[src/rtl/ro_edge_counter.sv]
// ro_edge_counter: counts rising edges of a synchronised ring-oscillator tap over a gated window of clk cycles.
module ro_edge_counter #(
  parameter int CNT_W       = 16,
  parameter int GATE_W      = 16,
  parameter int SYNC_STAGES = 2
) (
  input  logic              clk,
  input  logic              rst,
  input  logic              start,
  input  logic [GATE_W-1:0] gate_len,
  input  logic              ro_in,
  output logic              busy,
  output logic              done,
  output logic [CNT_W-1:0]  count,
  output logic              overflow,
  output logic              ro_sync
);
  typedef enum logic [1:0] {IDLE, ARM, GATE, DONE} state_t;
  state_t state, next;
  logic [SYNC_STAGES-1:0] sync;
  logic prev, rise, acc_ovf;
  logic [GATE_W-1:0] len, timer;
  logic [CNT_W-1:0] acc;
  assign ro_sync = sync[SYNC_STAGES-1];
  assign rise = ro_sync & ~prev;
  always_comb begin
    next = state == IDLE ? (start ? ARM : IDLE) :
           state == ARM  ? GATE :
           state == GATE ? (timer == GATE_W'(1) ? DONE : GATE) : IDLE;
    busy = state != IDLE;
  end
  always_ff @(posedge clk or posedge rst)
    if (rst) begin
      state    <= IDLE;
      sync     <= '0;
      prev     <= 1'b0;
      len      <= '0;
      timer    <= '0;
      acc      <= '0;
      acc_ovf  <= 1'b0;
      done     <= 1'b0;
      count    <= '0;
      overflow <= 1'b0;
    end else begin
      state <= next;
      sync  <= {sync[SYNC_STAGES-2:0], ro_in};
      prev  <= ro_sync;
      done  <= state == DONE;
      if (state == IDLE && start) len <= gate_len == '0 ? GATE_W'(1) : gate_len;
      if (state == ARM) begin
        acc     <= '0;
        acc_ovf <= 1'b0;
        timer   <= len;
      end
      if (state == GATE) begin
        timer <= timer - GATE_W'(1);
        // saturate rather than wrap so a too-fast tap is flagged, not aliased
        if (rise && &acc) acc_ovf <= 1'b1;
        else if (rise) acc <= acc + CNT_W'(1);
      end
      if (state == DONE) begin
        count    <= acc;
        overflow <= acc_ovf;
      end
    end
endmodule

[config.mk]
export PLATFORM = sky130hd
export DESIGN_NAME = ro_edge_counter
export DESIGN_NICKNAME = d
export VERILOG_FILES = /design/src/rtl/ro_edge_counter.sv
export SDC_FILE = /design/constraint.sdc
export NUM_CORES = 1
export LEC_CHECK = 0
export BUFFER_PORTS_ARGS = -buffer_cell sky130_fd_sc_hd__buf_2
export CORE_UTILIZATION = 49
export DETAILED_ROUTE_END_ITERATION = 7
export MAX_ROUTING_LAYER = met4
export PLACE_DENSITY = 0.8
export SKIP_CTS_REPAIR_TIMING = 1
export SLEW_MARGIN = 20
export SYNTH_ARGS = -nofsm -noshare
export SYNTH_HDL_FRONTEND = slang
export SYNTH_SLANG_ARGS = --single-unit
[constraint.sdc]
create_clock -name clk -period 2.8 [get_ports clk]
set_input_delay 0.28 -clock clk [delete_from_list [all_inputs] [get_ports clk]]
set_output_delay 0.28 -clock clk [all_outputs]
set_load 0.03 [all_outputs]
# Yosys cells after proc, flatten, opt, wreduce, memory -nomap -nowiden
# Index checks and enable logic that the tools add are counted.
[totals]
regBits = 72
elab_cells = 40
inputBits = 20
out_inout_bits = 20
latchBits = 0
mem_bits_rw = 0
n_memories = 0
rom_bits = 0
[op_classes]
mul = 0
magnitude_cmp = 0
shift = 0
n_eq_ne = 4
n_bitwise = 2
reduce_logical = 7
n_addsub = 2
div_mod_pow = 0
muxes = 15
[ops]
columns = ["operator", "count"]
rows = [
  ["two-way mux 16 bit", 7],
  ["adder 16 x 1 -> 16 bit (second input constant)", 1],
  ["== test 16 x 1 -> 1 bit (second input constant)", 1],
  ["logical NOT 16 bit", 1],
  ["AND reduction 16 bit", 1],
  ["subtractor 16 x 1 -> 16 bit (second input constant)", 1],
  ["two-way mux 2 bit", 3],
  ["two-way mux 1 bit", 5],
  ["== test 2 bit (second input constant)", 2],
  ["nonzero test 2 bit", 2],
  ["== test 2 x 1 -> 1 bit (second input constant)", 1],
  ["logical AND 1 bit", 2],
  ["logical NOT 2 bit", 1],
  ["bitwise AND 1 bit", 1],
  ["inverter 1 bit", 1],
]

# Longest topological paths before layout
# Gate-level depths: netlist of run 1.
[logic_depth]
word_depth = 5
mapped_depth = 8
ltp_nobuf = 7

# Worst setup path after synthesis of run 1
# No wires, ideal clock.
[synth_timing]
path_type = "reg-to-reg"
from = "reg timer[0]"
to = "reg timer[14]"
slack_ns = 0.904
stages_incl_launch_ff = 9
n_path_buf = 1
period_less_slack_ns = 1.896
required_time_ns = 2.731
arrival_time_ns = 1.827
cell_sequence = "dfrtp_1 inv_1 ha_1 or3b_1 clkbuf_1 nor2_1 nand4_1 or3b_1 nand3_1"
[synth_via]
elab_chain_cells = 2
[synth_lines]
columns = ["item", "line_no", "source"]
rows = [
  ["from (decl)", "22", "logic [GATE_W-1:0] len, timer;"],
  ["from (signal assigned)", "53", "timer <= len;"],
  ["from (signal assigned)", "56", "timer <= timer - GATE_W'(1);"],
  ["subtractor 16 x 1 -> 16 bit", "56", ""],
  ["two-way mux 16 bit", "55", "if (state == GATE) begin"],
]
# No other way between the ends.
# A chain may end at the register's enable or synchronous reset.

# Worst setup path in the final report of run 1
[layout_timing]
from = "reg state[0]"
to = "reg acc[13]"
[layout_via]
elab_chain_cells = 5
word_cells_on_any_way = 6
cone_classes = "2 x eq/ne; 4 x mux"
[layout_lines]
columns = ["item", "line_no", "source"]
rows = [
  ["from (decl)", "19", "state_t state, next;"],
  ["from (signal assigned)", "45", "state <= next;"],
  ["== test 2 x 1 -> 1 bit", "50", "if (state == ARM) begin"],
  ["two-way mux 16 bit", "50", ""],
  ["two-way mux 16 bit", "59", "else if (rise) acc <= acc + CNT_W'(1);"],
  ["two-way mux 16 bit", "58", "if (rise && &acc) acc_ovf <= 1'b1;"],
  ["two-way mux 16 bit *", "55", ""],
  ["to (signal assigned)", "59", ""],
  ["to (decl)", "23", "logic [CNT_W-1:0] acc;"],
]
# Every way passes the cells marked *; elsewhere a longest branch is shown, timed or not.

==> metrics, run 1 <==
status=finished, violations left; failing checks=negative hold slack; min-delay worst type=primary input to asynchronous set/reset pin; routability cong.=approximately 0.89; filler cell count=588; DRT antenna net count=0; DIE WIDTH=about 86 um; Period Utilization, post-route=0.8147; FP Rows=30; RR Startpoint=state[0]; reg-to-reg endpoint=acc[13]; CTS tree=yes; Buf+Inv Stages, Crit Path=2; average wire per standard cell=15.35 um; Slowest cell on crit path=a21oi_2; critical path, cell by cell=inv_1 > ha_1 > inv_1 > or2_2 > a21oi_2 > mux2_2 > mux2i_1; core area=0.006832 mm^2; H-tree Lvls=3; skew final=9.008 ps; sequential share of the synthesized area=0.5176; Vias/cell=5.644; first-pass GRT wire length=11820 um; stages on the worst setup path=7; Top FF cell, synth=dfrtp_1; clock slew at reported path FFs=80 ps; flops & latches, synth=72; unrepaired setup endpoints after global routing=no; VDD IR max=0.3602 mV; gr usage total=0.2139; largest net degree at the start of global routing=47; Die Y=around 86 um; most frequent cells in the layout=72 x dfrtp_1, 39 x buf_2, 34 x mux2_2, 24 x nand2_1, 23 x a21oi_1; drt pass-1 iters=4; die area=between 0.007 and 0.008 mm^2; clock root cell=clkbuf_8; DP Worst Slack=526.8 ps; beginning of the critical path=state[0]; pwr/cell area=between 500 and 600 mW/mm^2; CP arrival=2560 ps; most common cell after layout, fill and taps aside=dfrtp_1; Setup WS post-layout=518.7 ps; number of synthesized flops with an enable pin=0; Placed Cells incl. Taps=450; Slew Limit Fails=0; layout overhead on the synthesized area=14.92%; max_cap viols=0; Skew-Pair Late Insertion Delay=350 ps; Final setup viols=0; met2 WL=between 3000 and 4000 um; Slowest Stage Delay on Critical Path=520 ps; # IOs=40; Multi-input gate area=0.001562 mm^2; maximum operating frequency=438.3 MHz; FFs w/ async S/R, synth=1.000; TNS Setup=0 ps; CP max FO=16; Leakage=0.001928 uW; drt total wl=7153 um; WS Path Type=register to register; Inserted Diodes=0; vias in the first global route=2518; Initial DRC Count=124; Slew @ Worst Pin=808.9 ps; gate count after technology mapping=327; Startpoint Class=register; R2R Setup Slk=520 ps; DR top layer=met4; Clock Sink Count=72; r2r worst-path depth=7; Final min period=2281 ps; mean post-synth cell area=10.64 um^2; post-route non-filler standard cell count=466; initial core utilization=0.5095; WL met1=3187 um; # DRC=0; Worst slew margin=0.4608; Synth Cell Area=0.003481 mm^2; CP most frequent cell=inv_1; register area=0.001802 mm^2; Mapped Nets=354; post-synthesis cell type count=50; layout cells sized above 1=0.2811; total CTS buffers=9; metal3 WL=261 um; Critical path destination=acc[13]; via count=~2.6k; Port Buffers=39; Yosys warnings=0; data required time at the worst endpoint=3080 ps; initial antenna violation count=0; CTS Buffer Depth=2; CP Capture Type=register; Detailed Place HPWL=5036 um; Final Hold Viols=26; nets=392; grt ovf=0; hold_ws=-11.02 ps; delay-heaviest family, CP=multiplexers
routing by layer:
| layer | vias to the layer above | GRT usage |
|---|---|---|
| met5 | - | - |
| met4 | 0 | 0.1015 |
| met3 | 17 | 0.04190 |
| met2 | 62 | 0.3449 |
| met1 | 1272 | 0.2597 |
| li1 | 1279 | - |
synth_stat cells, types with 3 or more instances:
library cell / instances / area (um^2)
mux2i_1: 3 / 30.03
nand3b_1: 4 / 30.03
clkbuf_1: 8 / 30.03
buf_1: 5 / 18.77
nand2b_1: 3 / 18.77
nand4_1: 6 / 37.54
nand2_1: 24 / 90.09
inv_1: 15 / 56.30
or3_1: 4 / 25.02
nor2_1: 18 / 67.56
nor4_1: 5 / 31.28
or3b_1: 3 / 26.28
o22ai_1: 5 / 31.28
nand3_1: 15 / 75.07
dfrtp_1: 72 / 1802
o211ai_1: 4 / 30.03
nor3_1: 8 / 40.04
mux2_2: 34 / 382.9
a2bb2oi_1: 3 / 26.28
a31o_2: 3 / 26.28
a22o_1: 3 / 26.28
ha_1: 7 / 87.58
o21ai_0: 21 / 105.1
a21oi_1: 23 / 115.1
logic make-up after synthesis:
logic type / Yosys count / synth area share
and+or+nand+nor: 103 / 0.1614
AOI/OAI and AO/OA: 77 / 0.1409
DFF: 72 / 0.5176
muxes: 37 / 0.1186
buffers and inverters: 30 / 0.03379
adders and majority gates: 7 / 0.02516
xor gates and xnor gates: 1 / 0.002517
stage by stage:
stage               utilization  hold slack, ps  area (um^2)  power, uW
floorplan                     -           311.4         3481       1145
global placement         0.5518           337.7         3770       1180
detailed placement       0.5518           343.3         3770       1186
CTS                      0.5855           6.408         4000       2111
global route             0.5855           33.32         4000       2172
finish                   0.5855          -11.02         4000       2098
worst min path at each step:
stage,from,cells after the start,endpoint
final,rst,2,count[6]
after CTS,rst,2,count[6]
after global routing,ro_in,1,sync[0]
after detailed placement,sync[0],0,sync[1]
after global placement,sync[0],0,sync[1]
after floorplan,ro_in,0,sync[0]
power by group:
part | internal, uW | leakage (uW) | switching, uW
registers | 1050 | 0.000935 | 22.4
clock network | 549 | 0.000119 | 386
logic | 32.5 | 0.000873 | 55.2
total | 1640 | 0.00193 | 463
flip-flops by register name (all words and copies together), names as in the netlist, 2 cells and up:
register and cells:
sync 2, state 2, count 16, timer 16, len 16, acc 16
area by class of cell:
type / count / area share
Timing Repair Buffer: 42 / 0.05755
Clock inverter: 5 / 0.01971
Clock buffer: 11 / 0.03785
Tap cell: 96 / 0.03003
Inverter: 15 / 0.01408
Sequential cell: 72 / 0.4504
Multi-Input combinational cell: 225 / 0.3904
Power figures use the tool's default switching activity.
==> inputs of run 2 (changes only) <==
- ABC_AREA: not set -> 1
- PLACE_DENSITY: 0.8 -> 0.82
- clock period: 2.8 -> 2 ns (I/O delays scaled with it)
==> metrics, run 2 <==
status=complete, no violations; Final min period=1801 ps (-480.2 ps); skew final=9.804 ps (+0.7964 ps); synth cell count leaders=116 x nand2_1, 79 x nor2_1, 72 x dfrtp_1; number of synthesized flops with an enable pin=0 (unchanged); hold path depth=3; critical path, cell by cell=ha_1 > nand2_2 > nor2_4 > nand3_4 > nor2_4 > nand3_4 > nand3_4 > nand2_1 > nand2_1 > inv_1; DRT antenna net count=0 (unchanged); CTS Buffer Depth=2 (unchanged); most common cell after layout, fill and taps aside=nand2_1; CTS tree=yes; max_cap viols=0 (unchanged); WS Path Type=register to register; post-synthesis cell type count=29 (-42%); flops & latches, synth=72 (unchanged); Slew Limit Fails=0 (unchanged); Slowest cell on crit path=dfrtp_1; routability cong.=0.9094 (+2.0%); VDD IR max=0.5702 mV (+58%); Period Utilization, post-route=0.9005 (+0.08580); first-pass GRT wire length=13430 um (+14%); core area=0.007408 mm^2 (+8.4%); pwr/cell area=723.5 mW/mm^2 (+38%); initial antenna violation count=0 (unchanged); WHS Endpoint=len[9]; CP Capture Type=register; vias in the first global route=3074 (+22%); Leakage=0.002191 uW (+14%); Port Buffers=39 (unchanged); drt total wl=7919 um (+11%); layout overhead on the synthesized area=15.27%; Slowest Stage Delay on Critical Path=410 ps (-110 ps); min-delay worst type=primary input to register; sequential share of the synthesized area=0.4709 (-0.04672); # IOs=40 (unchanged); Top FF cell, synth=dfrtp_1; Slew @ Worst Pin=626.5 ps (-182.4 ps); CP arrival=2050 ps (-510 ps); most frequent cells in the layout=116 x nand2_1, 79 x nor2_1, 72 x dfrtp_1, 56 x inv_1, 39 x buf_2; worst hold start=gate_len[9]; R2R Setup Slk=200 ps (-320 ps); Yosys warnings=0 (unchanged); clock slew at reported path FFs=80 ps (about the same); Mapped Nets=514 (+45%); initial core utilization=0.5165 (+0.006943); largest cells by area after synthesis=dfrtp_1 47%, nand2_1 11%, nor2_1 7.8%, inv_1 5.6%, o21ai_0 4.7%; largest net degree at the start of global routing=34 (-28%); CP most frequent cell=nand3_4; FP Rows=31 (+3.3%); post-route non-filler standard cell count=638 (+37%); Die Y=90.37 um (+4.7%); average wire per standard cell=12.41 um (-19%); r2r worst-path depth=10 (+3); # DRC=0 (unchanged); via count=3231 (+23%); grt ovf=0 (unchanged); gate count after technology mapping=487 (+49%); Yosys top cell by area=dfrtp_1; Inserted Diodes=0 (unchanged); CP max FO=25 (+9); die area=0.008166 mm^2 (+9.7%); unrepaired setup endpoints after global routing=no; total CTS buffers=9 (unchanged); data required time at the worst endpoint=2240 ps (-840 ps); gr usage total=0.2126 (-0.001336); FFs w/ async S/R, synth=1.000 (unchanged); maximum operating frequency=555.2 MHz (+27%); filler cell count=662 (+13%); H-tree Lvls=3 (unchanged); mean post-synth cell area=7.857 um^2 (-26%); drt pass-1 iters=5 (+1); DIE WIDTH=90.37 um (+4.7%); clock root cell=clkbuf_8; Startpoint Class=register; Clock Sink Count=72 (unchanged); most frequent cell after synthesis=nand2_1; reg-to-reg endpoint=acc[11]; Skew-Pair Late Insertion Delay=350 ps (about the same); Placed Cells incl. Taps=620 (+38%); hold_ws=58.06 ps (+69.08 ps); layout cells sized above 1=0.1725 (-0.1085); RR Startpoint=acc[0]; Detailed Place HPWL=5640 um (+12%); Worst slew margin=0.5815 (+0.1207); Final Hold Viols=0 (-100%); TNS Setup=0 ps (unchanged); Vias/cell=5.064 (-10%); Synth Cell Area=0.003826 mm^2 (+9.9%); nets=561 (+43%); area share of the largest cell type after synthesis=0.4709 (-0.04672); Initial DRC Count=164 (+32%); Final setup viols=0 (unchanged)
==> run 2: cell types whose count changed after synthesis, moves of 5 or more <==
cell,before,now
nand2_2,0,9
buf_1,5,0
o21ai_2,0,10
inv_1,15,57
o21ai_0,21,36
mux2_2,34,2
nand3_1,15,23
xnor2_1,0,5
xor2_1,1,10
nor2_1,18,79
nand2_1,24,116
nor3_1,8,2
==> run 2: layout make-up <==
type,count,area (um^2),share of cell area
Multi-Input combinational cell,342,1725,0.3912
Sequential cell,72,1802,0.4085
Tap cell,99,123.9,0.02809
Inverter,58,221.5,0.05021
Clock buffer,11,131.4,0.02979
Timing Repair Buffer,51,302.8,0.06865
Clock inverter,5,103.9,0.02355
==> run 2: cell families (layout without fill, tap and decap cells) <==
kind of cell | Yosys count | in the layout | synth area share
AO/OA/AOI/OAI | 72 | 72 | 0.1063
AND/OR/NAND/NOR | 246 | 246 | 0.2816
adder cells (fa/ha/maj) | 7 | 7 | 0.02289
buffers and inverters | 73 | 125 | 0.07815
flip-flops | 72 | 72 | 0.4709
multiplexers | 2 | 2 | 0.005886
XOR/XNOR | 15 | 15 | 0.03433
==> run 2: per-stage QoR <==
step / setup WS (ps) / utilization / area (um^2) / power, uW
6_report: 198.9 / 0.5953 / 4410 / 3191
5_1_grt: 80.10 / 0.5953 / 4410 / 3327
4_1_cts: 183.8 / 0.5926 / 4390 / 3224
3_5_place_dp: 216.9 / 0.5609 / 4155 / 1839
3_3_place_gp: 286.1 / 0.5609 / 4155 / 1822
2_1_floorplan: 361.1 / - / 3830 / 1765
==> run 2: layer usage <==
| metal | GRT usage | routed length (um) | up-vias |
|---|---|---|---|
| met5 | - | 0 | - |
| li1 | - | - | 1634 |
| met3 | 0.05219 | 321 | 18 |
| met2 | 0.3365 | 3680 | 78 |
| met1 | 0.2647 | 3765 | 1501 |
| met4 | 0.07930 | 151 | 0 |
==> run 2: worst max-delay path, delay by kind of cell (launching register included) <==
kind | cells | cell delay, ps
flip-flops | 1 | 410
buffers and inverters | 1 | 40
AND/OR/NAND/NOR | 8 | 1020
adder cells (fa/ha/maj) | 1 | 220
==> run 2: how the worst max path moves through the flow <==
stage / startpoint / end / cells past startpoint
finish: acc[0] / acc[11] / 10
global route: acc[0] / acc[11] / 10
CTS: acc[0] / acc[11] / 10
detailed placement: acc[0] / acc[11] / 10
global placement: acc[0] / acc[11] / 10
floorplan: sync[1] / acc[2] / 8
==> run 2: report_power, final <==
group / internal, uW / switching [uW]
sequential: 1500 / 52.5
combinational: 97.1 / 164
clock: 832 / 548
total: 2430 / 764
==> inputs of run 3 (changes only) <==
- ABC_AREA: 1 -> 0
==> metrics, run 3 (synthesized netlist as in run 1, its figures left out) <==
status=complete, no violations; Die Y=86.29 um (-4.5%); DRT antenna net count=0 (unchanged); CP Capture Type=register; routability cong.=0.8814 (-3.1%); Slew Limit Fails=0 (unchanged); R2R Setup Slk=90 ps (-110 ps); Cell Area, Placed=0.003886 mm^2 (-6.5%); Slew @ Worst Pin=573.0 ps (-53.50 ps); DIE WIDTH=86.29 um (-4.5%); total CTS buffers=9 (unchanged); unrepaired setup endpoints after global routing=yes; vias in the first global route=2586 (-16%); Inserted Diodes=0 (unchanged); Worst slew margin=0.6172 (+0.03575); most frequent cells in the layout=72 x dfrtp_1, 39 x buf_2, 34 x mux2_2, 24 x nand2_1, 22 x a21oi_1; drt total wl=7152 um (-9.7%); Vias/cell=5.658 (+12%); first-pass GRT wire length=12000 um (-11%); largest net degree at the start of global routing=48 (+41%); Skew-Pair Late Insertion Delay=350 ps (about the same); maximum operating frequency=524.5 MHz (-5.5%); layout overhead on the synthesized area=19.27%; Startpoint Class=register; most common cell after layout, fill and taps aside=dfrtp_1; Clock Sink Count=72 (unchanged); gr usage total=0.2165 (+0.003985); Initial DRC Count=171 (+4.3%); min-delay worst type=primary input to register; Slowest Stage Delay on Critical Path=420 ps (about the same); die area=0.007445 mm^2 (-8.8%); # IOs=40 (unchanged); FP Rows=30 (-3.2%); Most Crowded Layer GR=met2; grt met2 use=0.3384 (+0.001870); final core utilization=0.6077 (+0.01235); Period Utilization, post-route=0.9532 (+0.05269); initial antenna violation count=0 (unchanged); # DRC=0 (unchanged); CTS Buffer Depth=2 (unchanged); clock slew at reported path FFs=70 ps (about the same); skew final=8.461 ps (-1.343 ps); critical path, cell by cell=inv_1 > ha_1 > or3b_4 > or3_1 > a21oi_2 > a2bb2oi_1; Leakage=0.002000 uW (-8.7%); CTS tree=yes; nets=409 (-27%); max_cap viols=0 (unchanged); CP arrival=2180 ps (+130 ps); initial core utilization=0.5095 (-0.006943); met1 usage=0.2713 (+0.006581); design area=0.004151 mm^2 (-5.9%); Slowest cell on crit path=dfrtp_1; H-tree Lvls=3 (unchanged); Final min period=1906 ps (+105.4 ps); Detailed Place HPWL=5121 um (-9.2%); filler cell count=557 (-16%); hold_ws=99.37 ps (+41.31 ps); via count=2727 (-16%); drt pass-1 iters=4 (-1); average wire per standard cell=14.84 um (+20%); Final Hold Viols=0 (unchanged); Port Buffers=39 (unchanged); layout cells sized above 1=0.3109 (+0.1383); VDD IR max=0.5516 mV (-3.3%); Final setup viols=0 (unchanged); pwr/cell area=708.0 mW/mm^2 (-2.2%); data required time at the worst endpoint=2270 ps (+30 ps); met3 Use GR=0.06381 (+0.01162); WS Path Type=register to register; clock root cell=clkbuf_8; core area=0.006832 mm^2 (-7.8%); grt ovf=0 (unchanged); CP max FO=5 (-80%)
[run 3: cell types whose count changed in the layout (fill, tap and decap cells not counted), sizes merged, moves of 5 or more]
| cell | change |
|---|---|
| nor3 | +6 |
| a21oi | +5 |
| inv | -43 |
| o211ai | +5 |
| buf | +8 |
| mux2 | +32 |
| nor2 | -65 |
| o21ai | -27 |
| nand3 | -11 |
| xor2 | -9 |
| xnor2 | -5 |
| nand2 | -101 |
[run 3: power by group]
part | internal (uW) | leakage, uW | switching [uW]
Clock | 762 | 0.000112 | 519
Sequential | 1480 | 0.000935 | 23.0
Combinational | 65.1 | 0.000953 | 94.1
[run 3: stage by stage]
step / instances / worst slack (ps) / total power, uW / setup TNS (ps)
final: 482 / 93.51 / 2939 / 0
after global routing: 482 / -10.42 / 3066 / -19.75
after CTS: 480 / 21.02 / 2969 / 0
after detailed placement: 465 / 31.75 / 1683 / 0
after global placement: 465 / 135.7 / 1673 / 0
after floorplan: 327 / 104.2 / 1604 / 0
[run 3: metal layers]
| layer | share of wire | vias up |
|---|---|---|
| met5 | 0 | - |
| met4 | 0.015 | 0 |
| met3 | 0.047 | 10 |
| met2 | 0.48 | 78 |
| met1 | 0.45 | 1327 |
| li1 | - | 1312 |
[run 3: area by class of cell]
class | instances | area [um^2] | area share
Sequential cell | 72 | 1802 | 0.4340
Multi-Input combinational cell | 225 | 1583 | 0.3813
Clock buffer | 12 | 155.1 | 0.03737
Inverter | 15 | 60.06 | 0.01447
Clock inverter | 3 | 65.06 | 0.01567
Tap cell | 96 | 120.1 | 0.02893
Timing Repair Buffer | 59 | 366.6 | 0.08831
[run 3: critical path, delay by kind of cell, from the launching register on]
kind,cells,cell delay (ps)
and+or+nand+nor,2,810
buffers and inverters,1,100
DFF,1,420
adders and majority gates,1,180
AOI/OAI and AO/OA,2,320
[run 3: worst paths after layout]
kind | endpoint | depth (start not counted) | from
max reg2reg | timer[8] | 6 | timer[0]
min | len[2] | 2 | gate_len[2]
min in group asynchronous | count[2] | 3 | rst
max in group asynchronous | timer[1] | 4 | rst
min reg2reg | sync[1] | 0 | sync[0]
max | timer[8] | 6 | timer[0]
